==> config.mk <==
export PLATFORM = sky130hd
export DESIGN_NAME = touch_iic_seq_flat
export DESIGN_NICKNAME = d
export VERILOG_FILES = /design/src/rtl/touch_iic_if.sv /design/src/rtl/touch_iic_seq.sv /design/src/flat_wrapper.sv
export SDC_FILE = /design/constraint.sdc
export NUM_CORES = 1
export LEC_CHECK = 0
export BUFFER_PORTS_ARGS = -buffer_cell sky130_fd_sc_hd__buf_2
export CAP_MARGIN = 30
export CELL_PAD_IN_SITES_DETAIL_PLACEMENT = 2
export CELL_PAD_IN_SITES_GLOBAL_PLACEMENT = 2
export CORE_MARGIN = 8
export CORE_UTILIZATION = 34
export CTS_CLUSTER_SIZE = 28
export DETAILED_ROUTE_END_ITERATION = 16
export GPL_TIMING_DRIVEN = 0
export PLACE_DENSITY = 0.73
export SLEW_MARGIN = 10
export SYNTH_ARGS = -nofsm -noshare
export SYNTH_HDL_FRONTEND = slang
export SYNTH_SLANG_ARGS = --single-unit
==> constraint.sdc <==
create_clock -name clk -period 4 [get_ports clk]
set_input_delay 0.6 -clock clk [delete_from_list [all_inputs] [get_ports clk]]
set_output_delay 0.6 -clock clk [all_outputs]
set_load 0.05 [all_outputs]
==> src/rtl/touch_iic_if.sv <==
// touch_iic_if: byte-level request/done channel between the
// touch sequencer (master) and the shared iic_dri engine (slave).
interface touch_iic_if;
  logic        req;
  logic        rw;
  logic [6:0]  dev_addr;
  logic [15:0] reg_addr;
  logic [7:0]  wdata;
  logic        done;
  logic        err;
  logic [7:0]  rdata;

  modport master (
    output req, rw, dev_addr, reg_addr, wdata,
    input  done, err, rdata
  );

  modport slave (
    input  req, rw, dev_addr, reg_addr, wdata,
    output done, err, rdata
  );
endinterface

==> src/rtl/touch_iic_seq.sv <==
// touch_iic_seq: GT911-class touch panel service sequencer on iic_dri.
// Define TOUCH_POLL_EN to add a free-running poll trigger (no INT wire).
module touch_iic_seq #(
  parameter logic [6:0]  DEV_ADDR    = 7'h5D,
  parameter logic [15:0] STAT_REG    = 16'h814E,
  parameter logic [15:0] PT_REG      = 16'h8150,
  parameter int          INIT_DLY    = 5_000_000,
  parameter int          RETRY_DLY   = 50_000,
  parameter int          POLL_PERIOD = 500_000,
  parameter int          MAX_X       = 800,
  parameter int          MAX_Y       = 480
) (
  input  logic        clk,
  input  logic        rstn,
  input  logic        lcd_int,
  touch_iic_if.master iic,
  output logic [11:0] touch_x,
  output logic [11:0] touch_y,
  output logic [3:0]  touch_num,
  output logic        touch_down,
  output logic        touch_valid,
  output logic [7:0]  err_cnt
);

  typedef enum logic [2:0] {
    WAIT_INIT,
    IDLE,
    RD_STAT,
    RD_PT,
    OUT,
    CLR,
    ERR_WAIT
  } state_t;

  localparam logic [11:0] X_LIM = 12'(MAX_X - 1);
  localparam logic [11:0] Y_LIM = 12'(MAX_Y - 1);
  localparam logic [31:0] INIT_END = 32'(INIT_DLY - 1);
  localparam logic [31:0] RETRY_END = 32'(RETRY_DLY - 1);

  state_t      state;
  logic [31:0] cnt;
  logic [2:0]  int_sync;
  logic        int_pend;
  logic [7:0]  stat;
  logic [7:0]  pt [4];
  logic [1:0]  idx;
  logic        err_from_clr;

  logic        int_edge;
  logic        poll_hit;
  logic        trig;
  logic        xfer_end;
  logic        stat_ok;
  logic        in_xfer;
  logic        launch;
  logic        nxt_rw;
  logic [15:0] nxt_reg;
  logic [11:0] x_raw;
  logic [11:0] y_raw;

  assign int_edge = int_sync[1] & ~int_sync[2];
  assign trig     = int_edge | poll_hit;
  assign xfer_end = iic.req & iic.done;
  assign stat_ok  = (state == RD_STAT) & xfer_end & ~iic.err;
  assign in_xfer  = (state == RD_STAT) | (state == RD_PT) | (state == CLR);
  assign launch   = (in_xfer & ~iic.req)
                  | ((state == WAIT_INIT) & (cnt == INIT_END));
  assign x_raw    = {pt[1][3:0], pt[0]};
  assign y_raw    = {pt[3][3:0], pt[2]};

  // Request fields for the transaction the current state will launch.
  always_comb begin
    nxt_rw  = 1'b1;
    nxt_reg = STAT_REG;
    if (state == RD_PT) begin
      nxt_reg = PT_REG + 16'(idx);
    end else if (state == CLR || state == WAIT_INIT) begin
      nxt_rw = 1'b0;
    end
  end

  // Two-stage synchronizer plus one history bit for edge detection.
  always_ff @(posedge clk or negedge rstn) begin
    if (!rstn) int_sync <= '0;
    else       int_sync <= {int_sync[1:0], lcd_int};
  end

`ifdef TOUCH_POLL_EN
  logic [31:0] poll_cnt;

  assign poll_hit = (poll_cnt == 32'(POLL_PERIOD - 1));

  // Poll timer: wraps to raise a read, restarts after each status read.
  always_ff @(posedge clk or negedge rstn) begin
    if (!rstn)                   poll_cnt <= '0;
    else if (stat_ok || poll_hit) poll_cnt <= '0;
    else                         poll_cnt <= poll_cnt + 32'd1;
  end
`else
  logic unused_poll;

  assign unused_poll = ^32'(POLL_PERIOD);
  assign poll_hit    = 1'b0;
`endif

  // Service FSM: I2C handshake, result decode and output registers.
  always_ff @(posedge clk or negedge rstn) begin
    if (!rstn) begin
      state        <= WAIT_INIT;
      cnt          <= '0;
      int_pend     <= 1'b0;
      stat         <= '0;
      pt           <= '{default: '0};
      idx          <= '0;
      err_from_clr <= 1'b0;
      iic.req      <= 1'b0;
      iic.rw       <= 1'b0;
      iic.dev_addr <= '0;
      iic.reg_addr <= '0;
      iic.wdata    <= '0;
      touch_x      <= '0;
      touch_y      <= '0;
      touch_num    <= '0;
      touch_down   <= 1'b0;
      touch_valid  <= 1'b0;
      err_cnt      <= '0;
    end else begin
      touch_valid <= 1'b0;

      if (state == WAIT_INIT) int_pend <= 1'b0;
      else if (trig)          int_pend <= 1'b1;

      if (launch) begin
        iic.req      <= 1'b1;
        iic.rw       <= nxt_rw;
        iic.dev_addr <= DEV_ADDR;
        iic.reg_addr <= nxt_reg;
        iic.wdata    <= 8'h00;
      end else if (xfer_end) begin
        iic.req <= 1'b0;
      end

      if (xfer_end && iic.err) begin
        if (err_cnt != 8'hFF) err_cnt <= err_cnt + 8'd1;
        err_from_clr <= (state == CLR);
        cnt          <= '0;
        state        <= ERR_WAIT;
      end else begin
        unique case (state)
          WAIT_INIT: begin
            if (cnt == INIT_END) begin
              cnt   <= '0;
              state <= CLR;
            end else begin
              cnt <= cnt + 32'd1;
            end
          end
          IDLE: begin
            if (int_pend) begin
              int_pend <= trig;
              state    <= RD_STAT;
            end
          end
          RD_STAT: begin
            if (xfer_end) begin
              stat <= iic.rdata;
              if (!iic.rdata[7]) begin
                state <= IDLE;
              end else if (iic.rdata[3:0] == 4'd0) begin
                touch_down <= 1'b0;
                touch_num  <= 4'd0;
                state      <= CLR;
              end else if (iic.rdata[3:0] <= 4'd5) begin
                idx   <= 2'd0;
                state <= RD_PT;
              end else begin
                state <= CLR;
              end
            end
          end
          RD_PT: begin
            if (xfer_end) begin
              pt[idx] <= iic.rdata;
              if (idx == 2'd3) state <= OUT;
              else             idx   <= idx + 2'd1;
            end
          end
          OUT: begin
            touch_x     <= (x_raw > X_LIM) ? X_LIM : x_raw;
            touch_y     <= (y_raw > Y_LIM) ? Y_LIM : y_raw;
            touch_num   <= stat[3:0];
            touch_down  <= 1'b1;
            touch_valid <= 1'b1;
            state       <= CLR;
          end
          CLR: begin
            if (xfer_end) state <= IDLE;
          end
          ERR_WAIT: begin
            if (cnt == RETRY_END) begin
              cnt <= '0;
              if (err_from_clr) begin
                state <= CLR;
              end else begin
                int_pend <= 1'b1;
                state    <= IDLE;
              end
            end else begin
              cnt <= cnt + 32'd1;
            end
          end
          default: state <= WAIT_INIT;
        endcase
      end
    end
  end

endmodule
==> src/flat_wrapper.sv <==
// flat-port wrapper written by rule: the top's interface ports become plain ports
module touch_iic_seq_flat 
#(
  parameter logic [6:0]  DEV_ADDR    = 7'h5D,
  parameter logic [15:0] STAT_REG    = 16'h814E,
  parameter logic [15:0] PT_REG      = 16'h8150,
  parameter int          INIT_DLY    = 5_000_000,
  parameter int          RETRY_DLY   = 50_000,
  parameter int          POLL_PERIOD = 500_000,
  parameter int          MAX_X       = 800,
  parameter int          MAX_Y       = 480
)
  (clk, rstn, lcd_int, touch_x, touch_y, touch_num, touch_down, touch_valid, err_cnt, iic_req, iic_rw, iic_dev_addr, iic_reg_addr, iic_wdata, iic_done, iic_err, iic_rdata);
  touch_iic_if iic_i ();
  input  logic clk;
  input  logic rstn;
  input  logic lcd_int;
  output logic [11:0] touch_x;
  output logic [11:0] touch_y;
  output logic [3:0] touch_num;
  output logic touch_down;
  output logic touch_valid;
  output logic [7:0] err_cnt;
  output wire logic [$bits(iic_i.req)-1:0] iic_req;
  output wire logic [$bits(iic_i.rw)-1:0] iic_rw;
  output wire logic [$bits(iic_i.dev_addr)-1:0] iic_dev_addr;
  output wire logic [$bits(iic_i.reg_addr)-1:0] iic_reg_addr;
  output wire logic [$bits(iic_i.wdata)-1:0] iic_wdata;
  input wire logic [$bits(iic_i.done)-1:0] iic_done;
  input wire logic [$bits(iic_i.err)-1:0] iic_err;
  input wire logic [$bits(iic_i.rdata)-1:0] iic_rdata;
  assign iic_req = iic_i.req;
  assign iic_rw = iic_i.rw;
  assign iic_dev_addr = iic_i.dev_addr;
  assign iic_reg_addr = iic_i.reg_addr;
  assign iic_wdata = iic_i.wdata;
  assign iic_i.done = iic_done;
  assign iic_i.err = iic_err;
  assign iic_i.rdata = iic_rdata;
  touch_iic_seq #(.DEV_ADDR(DEV_ADDR), .STAT_REG(STAT_REG), .PT_REG(PT_REG), .INIT_DLY(INIT_DLY), .RETRY_DLY(RETRY_DLY), .POLL_PERIOD(POLL_PERIOD), .MAX_X(MAX_X), .MAX_Y(MAX_Y)) u_core (.clk(clk), .rstn(rstn), .lcd_int(lcd_int), .iic(iic_i), .touch_x(touch_x), .touch_y(touch_y), .touch_num(touch_num), .touch_down(touch_down), .touch_valid(touch_valid), .err_cnt(err_cnt));
endmodule
* Word-level counts from Yosys, hierarchy flattened
Index checks and enable logic that the tools add are counted.
Storage, ports and cells: bits in writable memories 0, memory bits (read-only) 0, input port bits 13, memories kept 0, bits in registers 135, bits in latches 0
Operators by class: reduce and logical (&&, ||, !) cells 16, add/sub/neg operators 4, mux-type cells 51, equal/unequal tests 24, multiply operators 0, div/mod/pow operators 0, shift operators 0, bitwise operators 11, $lt $le $gt $ge 5
Operators by type and width (number):
- two-way mux 32 bit | 3
- one-hot mux 32 bit (2 select lines) | 1
- two-way mux 3 bit | 12
- adder 32 x 1 -> 32 bit (second input constant) | 1
- bitwise mux 32 bit | 1
- equality test 32 x 16 -> 1 bit (second input constant) | 1
- equality test 32 x 23 -> 1 bit (second input constant) | 1
- two-way mux 12 bit | 2
- one-hot mux 3 bit (7 select lines) | 1
- adder 16 x 2 -> 16 bit (first input constant) | 1
- demux 8 bit (select 2 bit) | 1
- two-way mux 16 bit | 1
- two-way mux 1 bit | 15
- greater-than comparator 12 x 10 -> 1 bit (second input constant) | 1
- greater-than comparator 12 x 9 -> 1 bit (second input constant) | 1
- two-way mux 2 bit | 6
- two-way mux 4 bit | 3
- inequality test 2 bit (second input constant) | 5
- equality test 3 bit (second input constant) | 3
- inequality test 3 x 2 -> 1 bit (second input constant) | 3
- adder 8 x 1 -> 8 bit (second input constant) | 1
- two-way mux 8 bit | 1
- inequality test 8 bit (second input constant) | 1
- one-hot mux 4 bit (2 select lines) | 1
- other kinds (27) | 44

* Longest topological paths before layout
Gate-level depths: netlist of run 1.
word-level depth 8, gate-level depth with buffers 9

* Worst setup path after synthesis of run 1
No wires, ideal clock.
kind register to register, start reg u_core.iic.req, end reg u_core.touch_y[0], setup time 121 ps, arrival time 2076 ps, cell stages (with the launch flop) 9, data required time 3879 ps, period minus slack after synthesis 2197 ps, slack 1803 ps, cell sequence dfrtp_1 > buf_6 > and3_4 > buf_6 > nor2_8 > nand2_4 > or4_4 > a41o_4 > o22a_1
On the way: longest elaborated chain between the ends 4
Ends and longest elaborated chain:
- from (decl) | RTL line touch_iic_if.sv:14 | output req, rw, dev_addr, reg_addr, wdata,
- from (signal assigned) | RTL line touch_iic_seq.sv:116 | iic.req <= 1'b0;
- from (signal assigned) | RTL line touch_iic_seq.sv:134 | iic.req <= 1'b1;
- from (signal assigned) | RTL line touch_iic_seq.sv:140 | iic.req <= 1'b0;
- bitwise AND 1 bit | RTL line touch_iic_seq.sv:63 | assign xfer_end = iic.req & iic.done;
- logical AND 1 bit | RTL line touch_iic_seq.sv:143 | if (xfer_end && iic.err) begin
- inverter 1 bit (no source line)
- AND reduction 2 bit (no source line)
- to (signal assigned) | RTL line touch_iic_seq.sv:190 | touch_y <= (y_raw > Y_LIM) ? Y_LIM : y_raw;
- to (decl) | RTL line touch_iic_seq.sv:18 | output logic [11:0] touch_y,
No other way between the ends. A chain may end at the register's enable or synchronous reset.

* Worst setup path after layout of run 1
start reg u_core.cnt[13], end reg u_core.iic.reg_addr[1]
On the way: longest elaborated chain between the ends 3
Ends and longest elaborated chain:
- from (decl) | RTL line touch_iic_seq.sv:41 | logic [31:0] cnt;
- from (signal assigned) | RTL line touch_iic_seq.sv:155 | cnt <= cnt + 32'd1;
- from (signal assigned) | RTL line touch_iic_seq.sv:209 | cnt <= cnt + 32'd1;
- equality test 32 x 23 -> 1 bit | RTL line touch_iic_seq.sv:67 | | ((state == WAIT_INIT) & (cnt == INIT_END));
- bitwise AND 1 bit | RTL line touch_iic_seq.sv:67
- bitwise OR 1 bit | RTL line touch_iic_seq.sv:67
- to (signal assigned) | RTL line touch_iic_seq.sv:137 | iic.reg_addr <= nxt_reg;
- to (decl) | RTL line touch_iic_if.sv:14
No other way between the ends.

==> key figures, run 1 <==
Clocking
  – CTS Buf Count: 17
  – Cts repair resizes: 0
  – Hold_buf cts: 0
  – Bufs on Longest Clock Path: 2
  – Root Driver: clkbuf_16
  – Clk Latency, worst-skew pair: 420 ps
  – Postcts setup bufs: 0
  – CTS tree: built
  – Sink Count: 115
  – CTS clock-pin slew for the worst setup and hold paths: around 60 ps
  – Htree depth: 4

Worst hold path
  – Hold Path Class: primary input to async pin

Pwr
  – Pwr Density: 701 nW/um^2
  – Static leakage: about 3.3 nW
  – Maximum vdd drop: ~0.00037 V
  – Pwr Total: 4.70 mW

Yosys
  – Synthesized area: ~5500 um^2
  – Asr flop ratio synth: 100%
  – Synth Instances: ~490
  – Yosys reg bits: 115
  – Synth warn: 0
  – Sequential area share after synthesis: between 50% and 60%
  – Post-synth EDFFs: 0
  – Synthesized area per cell: 11.1 um^2
  – Yosys cell types: 57
  – Top_reg_cell synth: dfrtp_1

Die
  – Die height: 143 um
  – Area of the die: 20400 um^2
  – Ports: 84
  – Core Rows: 46
  – Starting Density: 34.6%
  – Die width: 143 um
  – Core area: 15800 um^2

Route
  – Post-Route WL: 15000 um
  – Antenna Nets Post-Route: 0
  – Vias/cell: between 4 and 5
  – Drt first pass iters: 4
  – Avg WL per Cell: 18.2 um
  – Initial DRC count: approximately 180
  – DR vias: 4059
  – Remaining DRCs: 0

Placed design
  – Pre-CTS setup slack: between 1500 and 2000 ps
  – IO Port Bufs: 65
  – DP HPWL: 10800 um
  – Placed Cells: 790
  – RePlAce Congestion: 0.785

Layout
  – # fillers: 1679
  – Most frequent cells in the layout: dfrtp_1, buf_2, nor2_1
  – Share of cells above drive strength 1: between 20% and 30%
  – Area Growth Syn to Fin: 22.9%
  – # diodes: 0
  – Non-Filler Instances: 822
  – Layout net count: 612
  – Utilization after layout: 42.5%
  – Commonest non-fill, non-tap cell in the layout: dfrtp_1

Timing
  – RSZ-0062 raised after global routing: false
  – Clock period minus worst slack: 2320 ps
  – Max Clk Rate: 0.432 GHz
  – Slew @ Worst Pin: 900 ps
  – Hold Vio Cnt, Final: 0
  – Final setup TNS: 0 ps
  – Setup violations, final: 0
  – Max transition margin: 39.4%
  – Final clock skew: between 8 and 9 ps
  – Fin crit share: 57.9%
  – Final WS setup: 1680 ps
  – Max Slew Vio Count: 0

Setup path
  – Origin of the critical flop-to-flop path: u_core.cnt[13]
  – Setup CP Type: flip-flop to flip-flop
  – Critical Path AT: between 2000 and 3000 ps
  – RR Endpoint: u_core.iic.reg_addr[1]
  – Cells on worst reg2reg path: 7
  – CP max FO: 9
  – Worst R2R Setup Slack: 1680 ps
  – Setup crit end kind: flip-flop
  – CP startpoint kind: flip-flop
  – Worst EP required: 4280 ps

Global routing
  – Pin count of the biggest net entering global routing: 60
  – Global route overflow: 0
  – Antenna violations before repair: 0
  – Total GRT Usage: 16.0%
  – First-pass GRT wire length: 25200 um
  – Number of global-route vias before repair: 4722

Run
  – Max-Cap Viols: 0

Outcome
  – Status: complete, no violations
==> power by group <==
group | total, mW | leakage (nW) | switching (mW) | internal, mW
clock | 1.42 | 0.269 | 0.594 | 0.822
sequential | 1.57 | 1.51 | 0.180 | 1.39
combinational | 1.72 | 1.49 | 1.18 | 0.539
==> per-stage QoR <==
step                hold slack (ps)  cell area, um^2
finish                          153             6710
global route                    180             6710
CTS                             166             6710
detailed placement              340             6150
global placement                335             6120
floorplan                       304             5520
==> sequential cells by signal, summed over array words and instances, names as in the netlist, 2 cells and up <==
name / count
u_core.err_cnt: 8
u_core.state: 3
u_core.stat: 4
u_core.touch_num: 4
u_core.idx: 2
u_core.touch_x: 12
u_core.touch_y: 12
u_core.iic.reg_addr: 5
u_core.int_sync: 3
u_core.cnt: 32
u_core.pt: 24
==> cells by family (layout without fill, tap and decap cells) <==
family          count (synthesis)  in the layout  synth area share [%]
simple gates                  176            176                  18.1
flops                         115            115                  52.7
compound gates                 69             69                  9.13
buf+inv                        56            154                  6.31
xor+xnor                       37             37                  5.94
mux                            31             31                  6.35
fa+ha+maj                       6              6                  1.38
other cells                     1             18                0.0687
==> per-layer routing <==
layer,share of wire (%),track usage [%]
met4,1.1,5.31
met3,3.0,4.57
met2,52,27.1
met1,44,19.2
met5,0,0
==> cell usage after synthesis, drive strengths merged (3+ instances only) <==
| cell | number | area [um^2] |
|---|---|---|
| buf | 40 | 284 |
| nor2b | 6 | 52.6 |
| inv | 11 | 41.3 |
| nor2 | 40 | 166 |
| and3 | 11 | 73.8 |
| a21oi | 13 | 65.1 |
| xor2 | 24 | 210 |
| nand2 | 37 | 146 |
| and4 | 3 | 26.3 |
| dfrtp | 115 | 2880 |
| clkbuf | 5 | 18.8 |
| nor4 | 11 | 87.6 |
| o21ai | 17 | 85.1 |
| and2 | 10 | 62.6 |
| ha | 6 | 75.1 |
| o31ai | 4 | 30.0 |
| mux2 | 29 | 327 |
| nand4 | 20 | 138 |
| o22a | 14 | 123 |
| nor3 | 11 | 55.1 |
| xnor2 | 13 | 114 |
| a22o | 7 | 61.3 |
| nand2b | 5 | 31.3 |
| nand3 | 12 | 65.1 |
==> worst max-delay path by stage <==
stage,cells after the start,start,endpoint
after CTS,7,u_core.cnt[13],u_core.iic.reg_addr[1]
after detailed placement,5,iic_done,u_core.pt[12]
final,7,u_core.cnt[13],u_core.iic.reg_addr[1]
after floorplan,8,u_core.iic.req,u_core.touch_y[0]
after global routing,7,u_core.cnt[13],u_core.iic.reg_addr[1]
after global placement,1,rstn,u_core.err_cnt[3]
==> final cells by class <==
| class | count | area [um^2] | share of cell area, % |
|---|---|---|---|
| buffer | 45 | 303 | 4.52 |
| clock buffer | 18 | 439 | 6.55 |
| clock inverter | 14 | 116 | 1.74 |
| inverter | 11 | 41.3 | 0.616 |
| multi-input combinational | 337 | 2300 | 34.3 |
| sequential | 115 | 2880 | 42.9 |
| tap | 216 | 270 | 4.03 |
| timing repair buffer | 66 | 359 | 5.36 |
==> worst max-delay path, cell delays in order, from the launching register on <==
cell and delay [ps]:
dfrtp_1 350, clkbuf_1 230, nor4b_1 370, nand2_1 150, nor4_2 490, a21oi_1 270
nor3_1 240, a21oi_1 60
(Power assumes the default switching activity.)
==> run 2, diff against run 1 <==
--- a/config.mk
+++ b/config.mk
@@ -5,6 +5,7 @@
 export SDC_FILE = /design/constraint.sdc
 export NUM_CORES = 1
 export LEC_CHECK = 0
+export ABC_AREA = 1
 export BUFFER_PORTS_ARGS = -buffer_cell sky130_fd_sc_hd__buf_2
 export CAP_MARGIN = 30
 export CELL_PAD_IN_SITES_DETAIL_PLACEMENT = 2
@@ -14,7 +15,7 @@
 export CTS_CLUSTER_SIZE = 28
 export DETAILED_ROUTE_END_ITERATION = 16
 export GPL_TIMING_DRIVEN = 0
-export PLACE_DENSITY = 0.73
+export PLACE_DENSITY = 0.79
 export SLEW_MARGIN = 10
 export SYNTH_ARGS = -nofsm -noshare
 export SYNTH_HDL_FRONTEND = slang
==> constraint.sdc (replaced) <==
create_clock -name clk -period 2.2 [get_ports clk]
set_input_delay 0.33 -clock clk [delete_from_list [all_inputs] [get_ports clk]]
set_output_delay 0.33 -clock clk [all_outputs]
set_load 0.05 [all_outputs]
==> key figures, run 2 <==
Placed design
  – DP HPWL: 14600 um (+35%)
  – RePlAce Congestion: 0.837 (+6.6%)
  – IO Port Bufs: 65 (unchanged)

Global routing
  – Pin count of the biggest net entering global routing: 69 (+15%)
  – Global route overflow: 0 (unchanged)
  – Total GRT Usage: 19.0% (+3.0 points)
  – Number of global-route vias before repair: 6127 (+30%)
  – Antenna violations before repair: 0 (unchanged)
  – First-pass GRT wire length: 33100 um (+31%)

Die
  – Die height: 149 um (+4.1%)
  – Core Rows: 48 (+4.3%)
  – Starting Density: 34.6% (+0.040 points)
  – Area of the die: 22100 um^2 (+8.3%)
  – Die width: 149 um (+4.1%)
  – Core area: 17200 um^2 (+9.3%)
  – Ports: 84 (unchanged)

Yosys
  – Synthesized area per cell: 8.17 um^2 (-27%)
  – Synth warn: 0 (unchanged)
  – Synth top area share: 48.2% (-4.5 points)
  – Synthesized area: 5970 um^2 (+9.4%)
  – Top_reg_cell synth: dfrtp_1
  – Post-synth EDFFs: 0 (unchanged)
  – Yosys cell types: 40 (-30%)
  – Top cells by area, synth: dfrtp_1, nand2_1, nor2_1
  – Count leader, synth: nand2_1
  – Synth cell count leaders: nand2_1, dfrtp_1, nor2_1
  – Yosys reg bits: 115 (unchanged)
  – Sequential area share after synthesis: 48.2% (-4.5 points)
  – Asr flop ratio synth: 100% (unchanged)
  – Biggest area consumer among synthesized cells: dfrtp_1
  – Synth Instances: 731 (+49%)

Layout
  – Commonest non-fill, non-tap cell in the layout: nand2_1
  – Largest Register: u_core.cnt
  – Layout net count: 855 (+40%)
  – Largest registers: u_core.cnt x32, u_core.pt x24
  – Number of flip-flops under the largest register name: 32 (unchanged)
  – Most frequent cells in the layout: nand2_1, dfrtp_1, nor2_1
  – Area Growth Syn to Fin: 23.2%
  – Share of cells above drive strength 1: 22.4% (-7.5 points)
  – # diodes: 0 (unchanged)

Timing
  – Clock period minus worst slack: 2030 ps (-286 ps)
  – RSZ-0062 raised after global routing: false
  – Slew @ Worst Pin: 582 ps (-318 ps)
  – Max transition margin: 61.0% (+22 points)
  – Hold WS: 35.7 ps (-117 ps)
  – Fin crit share: 92.3% (+34 points)
  – Hold Vio Cnt, Final: 0 (unchanged)
  – Max Clk Rate: 0.493 GHz (+14%)
  – Setup violations, final: 0 (unchanged)
  – Final clock skew: 11.9 ps (+3.24 ps)
  – Max Slew Vio Count: 0 (unchanged)

Route
  – Antenna Nets Post-Route: 0 (unchanged)
  – Vias/cell: 4.96 (+0.39%)
  – DR vias: 5324 (+31%)
  – Avg WL per Cell: 18.7 um (+2.3%)
  – Post-Route WL: 20000 um (+34%)
  – Remaining DRCs: 0 (unchanged)
  – Initial DRC count: 198 (+13%)
  – Drt first pass iters: 4 (unchanged)

Worst hold path
  – Hold Path Class: primary input to flip-flop

Run
  – Max-Cap Viols: 0 (unchanged)

Clocking
  – Root Driver: clkbuf_16
  – Bufs on Longest Clock Path: 2 (unchanged)
  – CTS clock-pin slew for the worst setup and hold paths: 60 ps (about the same)
  – CTS tree: built
  – Sink Count: 115 (unchanged)
  – Clk Latency, worst-skew pair: 420 ps (about the same)
  – CTS Buf Count: 17 (unchanged)
  – Htree depth: 4 (unchanged)

Pwr
  – Pwr Density: 1130 nW/um^2 (+61%)
  – Static leakage: 3.45 nW (+5.4%)
  – Pwr Total: 8.33 mW (+77%)
  – Maximum vdd drop: 0.000786 V (+110%)

Setup path
  – CP max FO: 10 (+1)
  – Critical Path AT: 2340 ps (-260 ps)
  – Setup CP Type: flip-flop to flip-flop
  – CP startpoint kind: flip-flop
  – Setup crit end kind: flip-flop
  – Worst EP required: 2510 ps (-1770 ps)

Outcome
  – Status: complete, no violations
-- run 2: cell types whose count changed after synthesis, sizes merged, moves of 9 or more --
cell   change
nand3     +24
o21ai     +32
inv       +80
nand2    +125
o22a      -14
xnor2     -10
and3      -10
nor4      -10
nor2      +86
and2       -9
mux2      -26
-- run 2: per-layer routing --
layer	share of wire, %	global-route usage (%)	vias to the layer above	wire length [um]
li1	-	-	2490	-
met1	43	22.4	2729	8550
met2	53	33.6	81	10600
met3	3.5	4.59	24	694
met4	1.1	5.20	0	230
met5	0	0	-	0
-- run 2: final timing paths --
kind | start | end | slack [ps] | cells past startpoint
min in group asynchronous | rstn | u_core.touch_y[10] | 440 | 2
max reg2reg | u_core.iic.req | u_core.touch_x[7] | 170 | 8
max | u_core.iic.req | u_core.touch_x[7] | 170 | 8
min | lcd_int | u_core.int_sync[0] | 40 | 1
min reg2reg | u_core.int_sync[0] | u_core.int_sync[1] | 380 | 0
max in group asynchronous | rstn | u_core.cnt[0] | 1000 | 3
-- run 2: cells by family (layout without fill, tap and decap cells) --
group | Yosys count | after routing | synth area share, %
AOI/OAI and AO/OA | 85 | 85 | 8.13
xor gates and xnor gates | 25 | 25 | 3.67
adders and majority gates | 6 | 6 | 1.26
buffers and inverters | 129 | 230 | 10.6
DFF | 115 | 115 | 48.2
muxes | 3 | 3 | 0.566
other | 1 | 18 | 0.0628
and+or+nand+nor | 367 | 367 | 27.5
-- run 2: report_power, final --
part | switching [mW] | total (mW) | internal (mW)
registers | 0.273 | 2.71 | 2.44
clock network | 1.06 | 3.09 | 2.03
logic | 1.85 | 2.53 | 0.675
total | 3.19 | 8.33 | 5.14
-- run 2: what timing repair did --
action	4_1_cts	5_1_grt
hold buffers	1	0
setup endpoints to repair	10	23
hold endpoints to repair	47	0
buffers inserted	0	2
gates resized for setup	1	1
-- run 2: worst max-delay path, stage by stage (launching register included) --
cell and delay (ps):
dfrtp_1 410, nand2_1 240, inv_2 70, nand2_4 170, inv_2 120, nor2_1 260, inv_2 130, buf_2 210
o31ai_1 300
-- run 2: stage by stage --
step / setup TNS [ps] / utilization, % / setup slack, ps / cell area [um^2] / std cells
finish: 0 / 42.7 / 170 / 7360 / 1074
global route: 0 / 42.7 / 18.1 / 7360 / 1074
floorplan: 0 / - / 338 / 6030 / 748
global placement: -80160 / 38.5 / -713 / 6640 / 1038
CTS: 0 / 42.6 / 80.7 / 7340 / 1072
detailed placement: 0 / 38.7 / 97.6 / 6680 / 1039
-- run 2: final cells by class --
cell class / instances / area [um^2]
plain buffers: 38 / 290
clock buffers: 22 / 484
clock inverters: 10 / 170
fillers: 1959 / 9880
inverters: 91 / 342
multi-input cells: 504 / 2530
flip-flops and latches: 115 / 2880
well taps: 225 / 282
repair buffers: 69 / 384
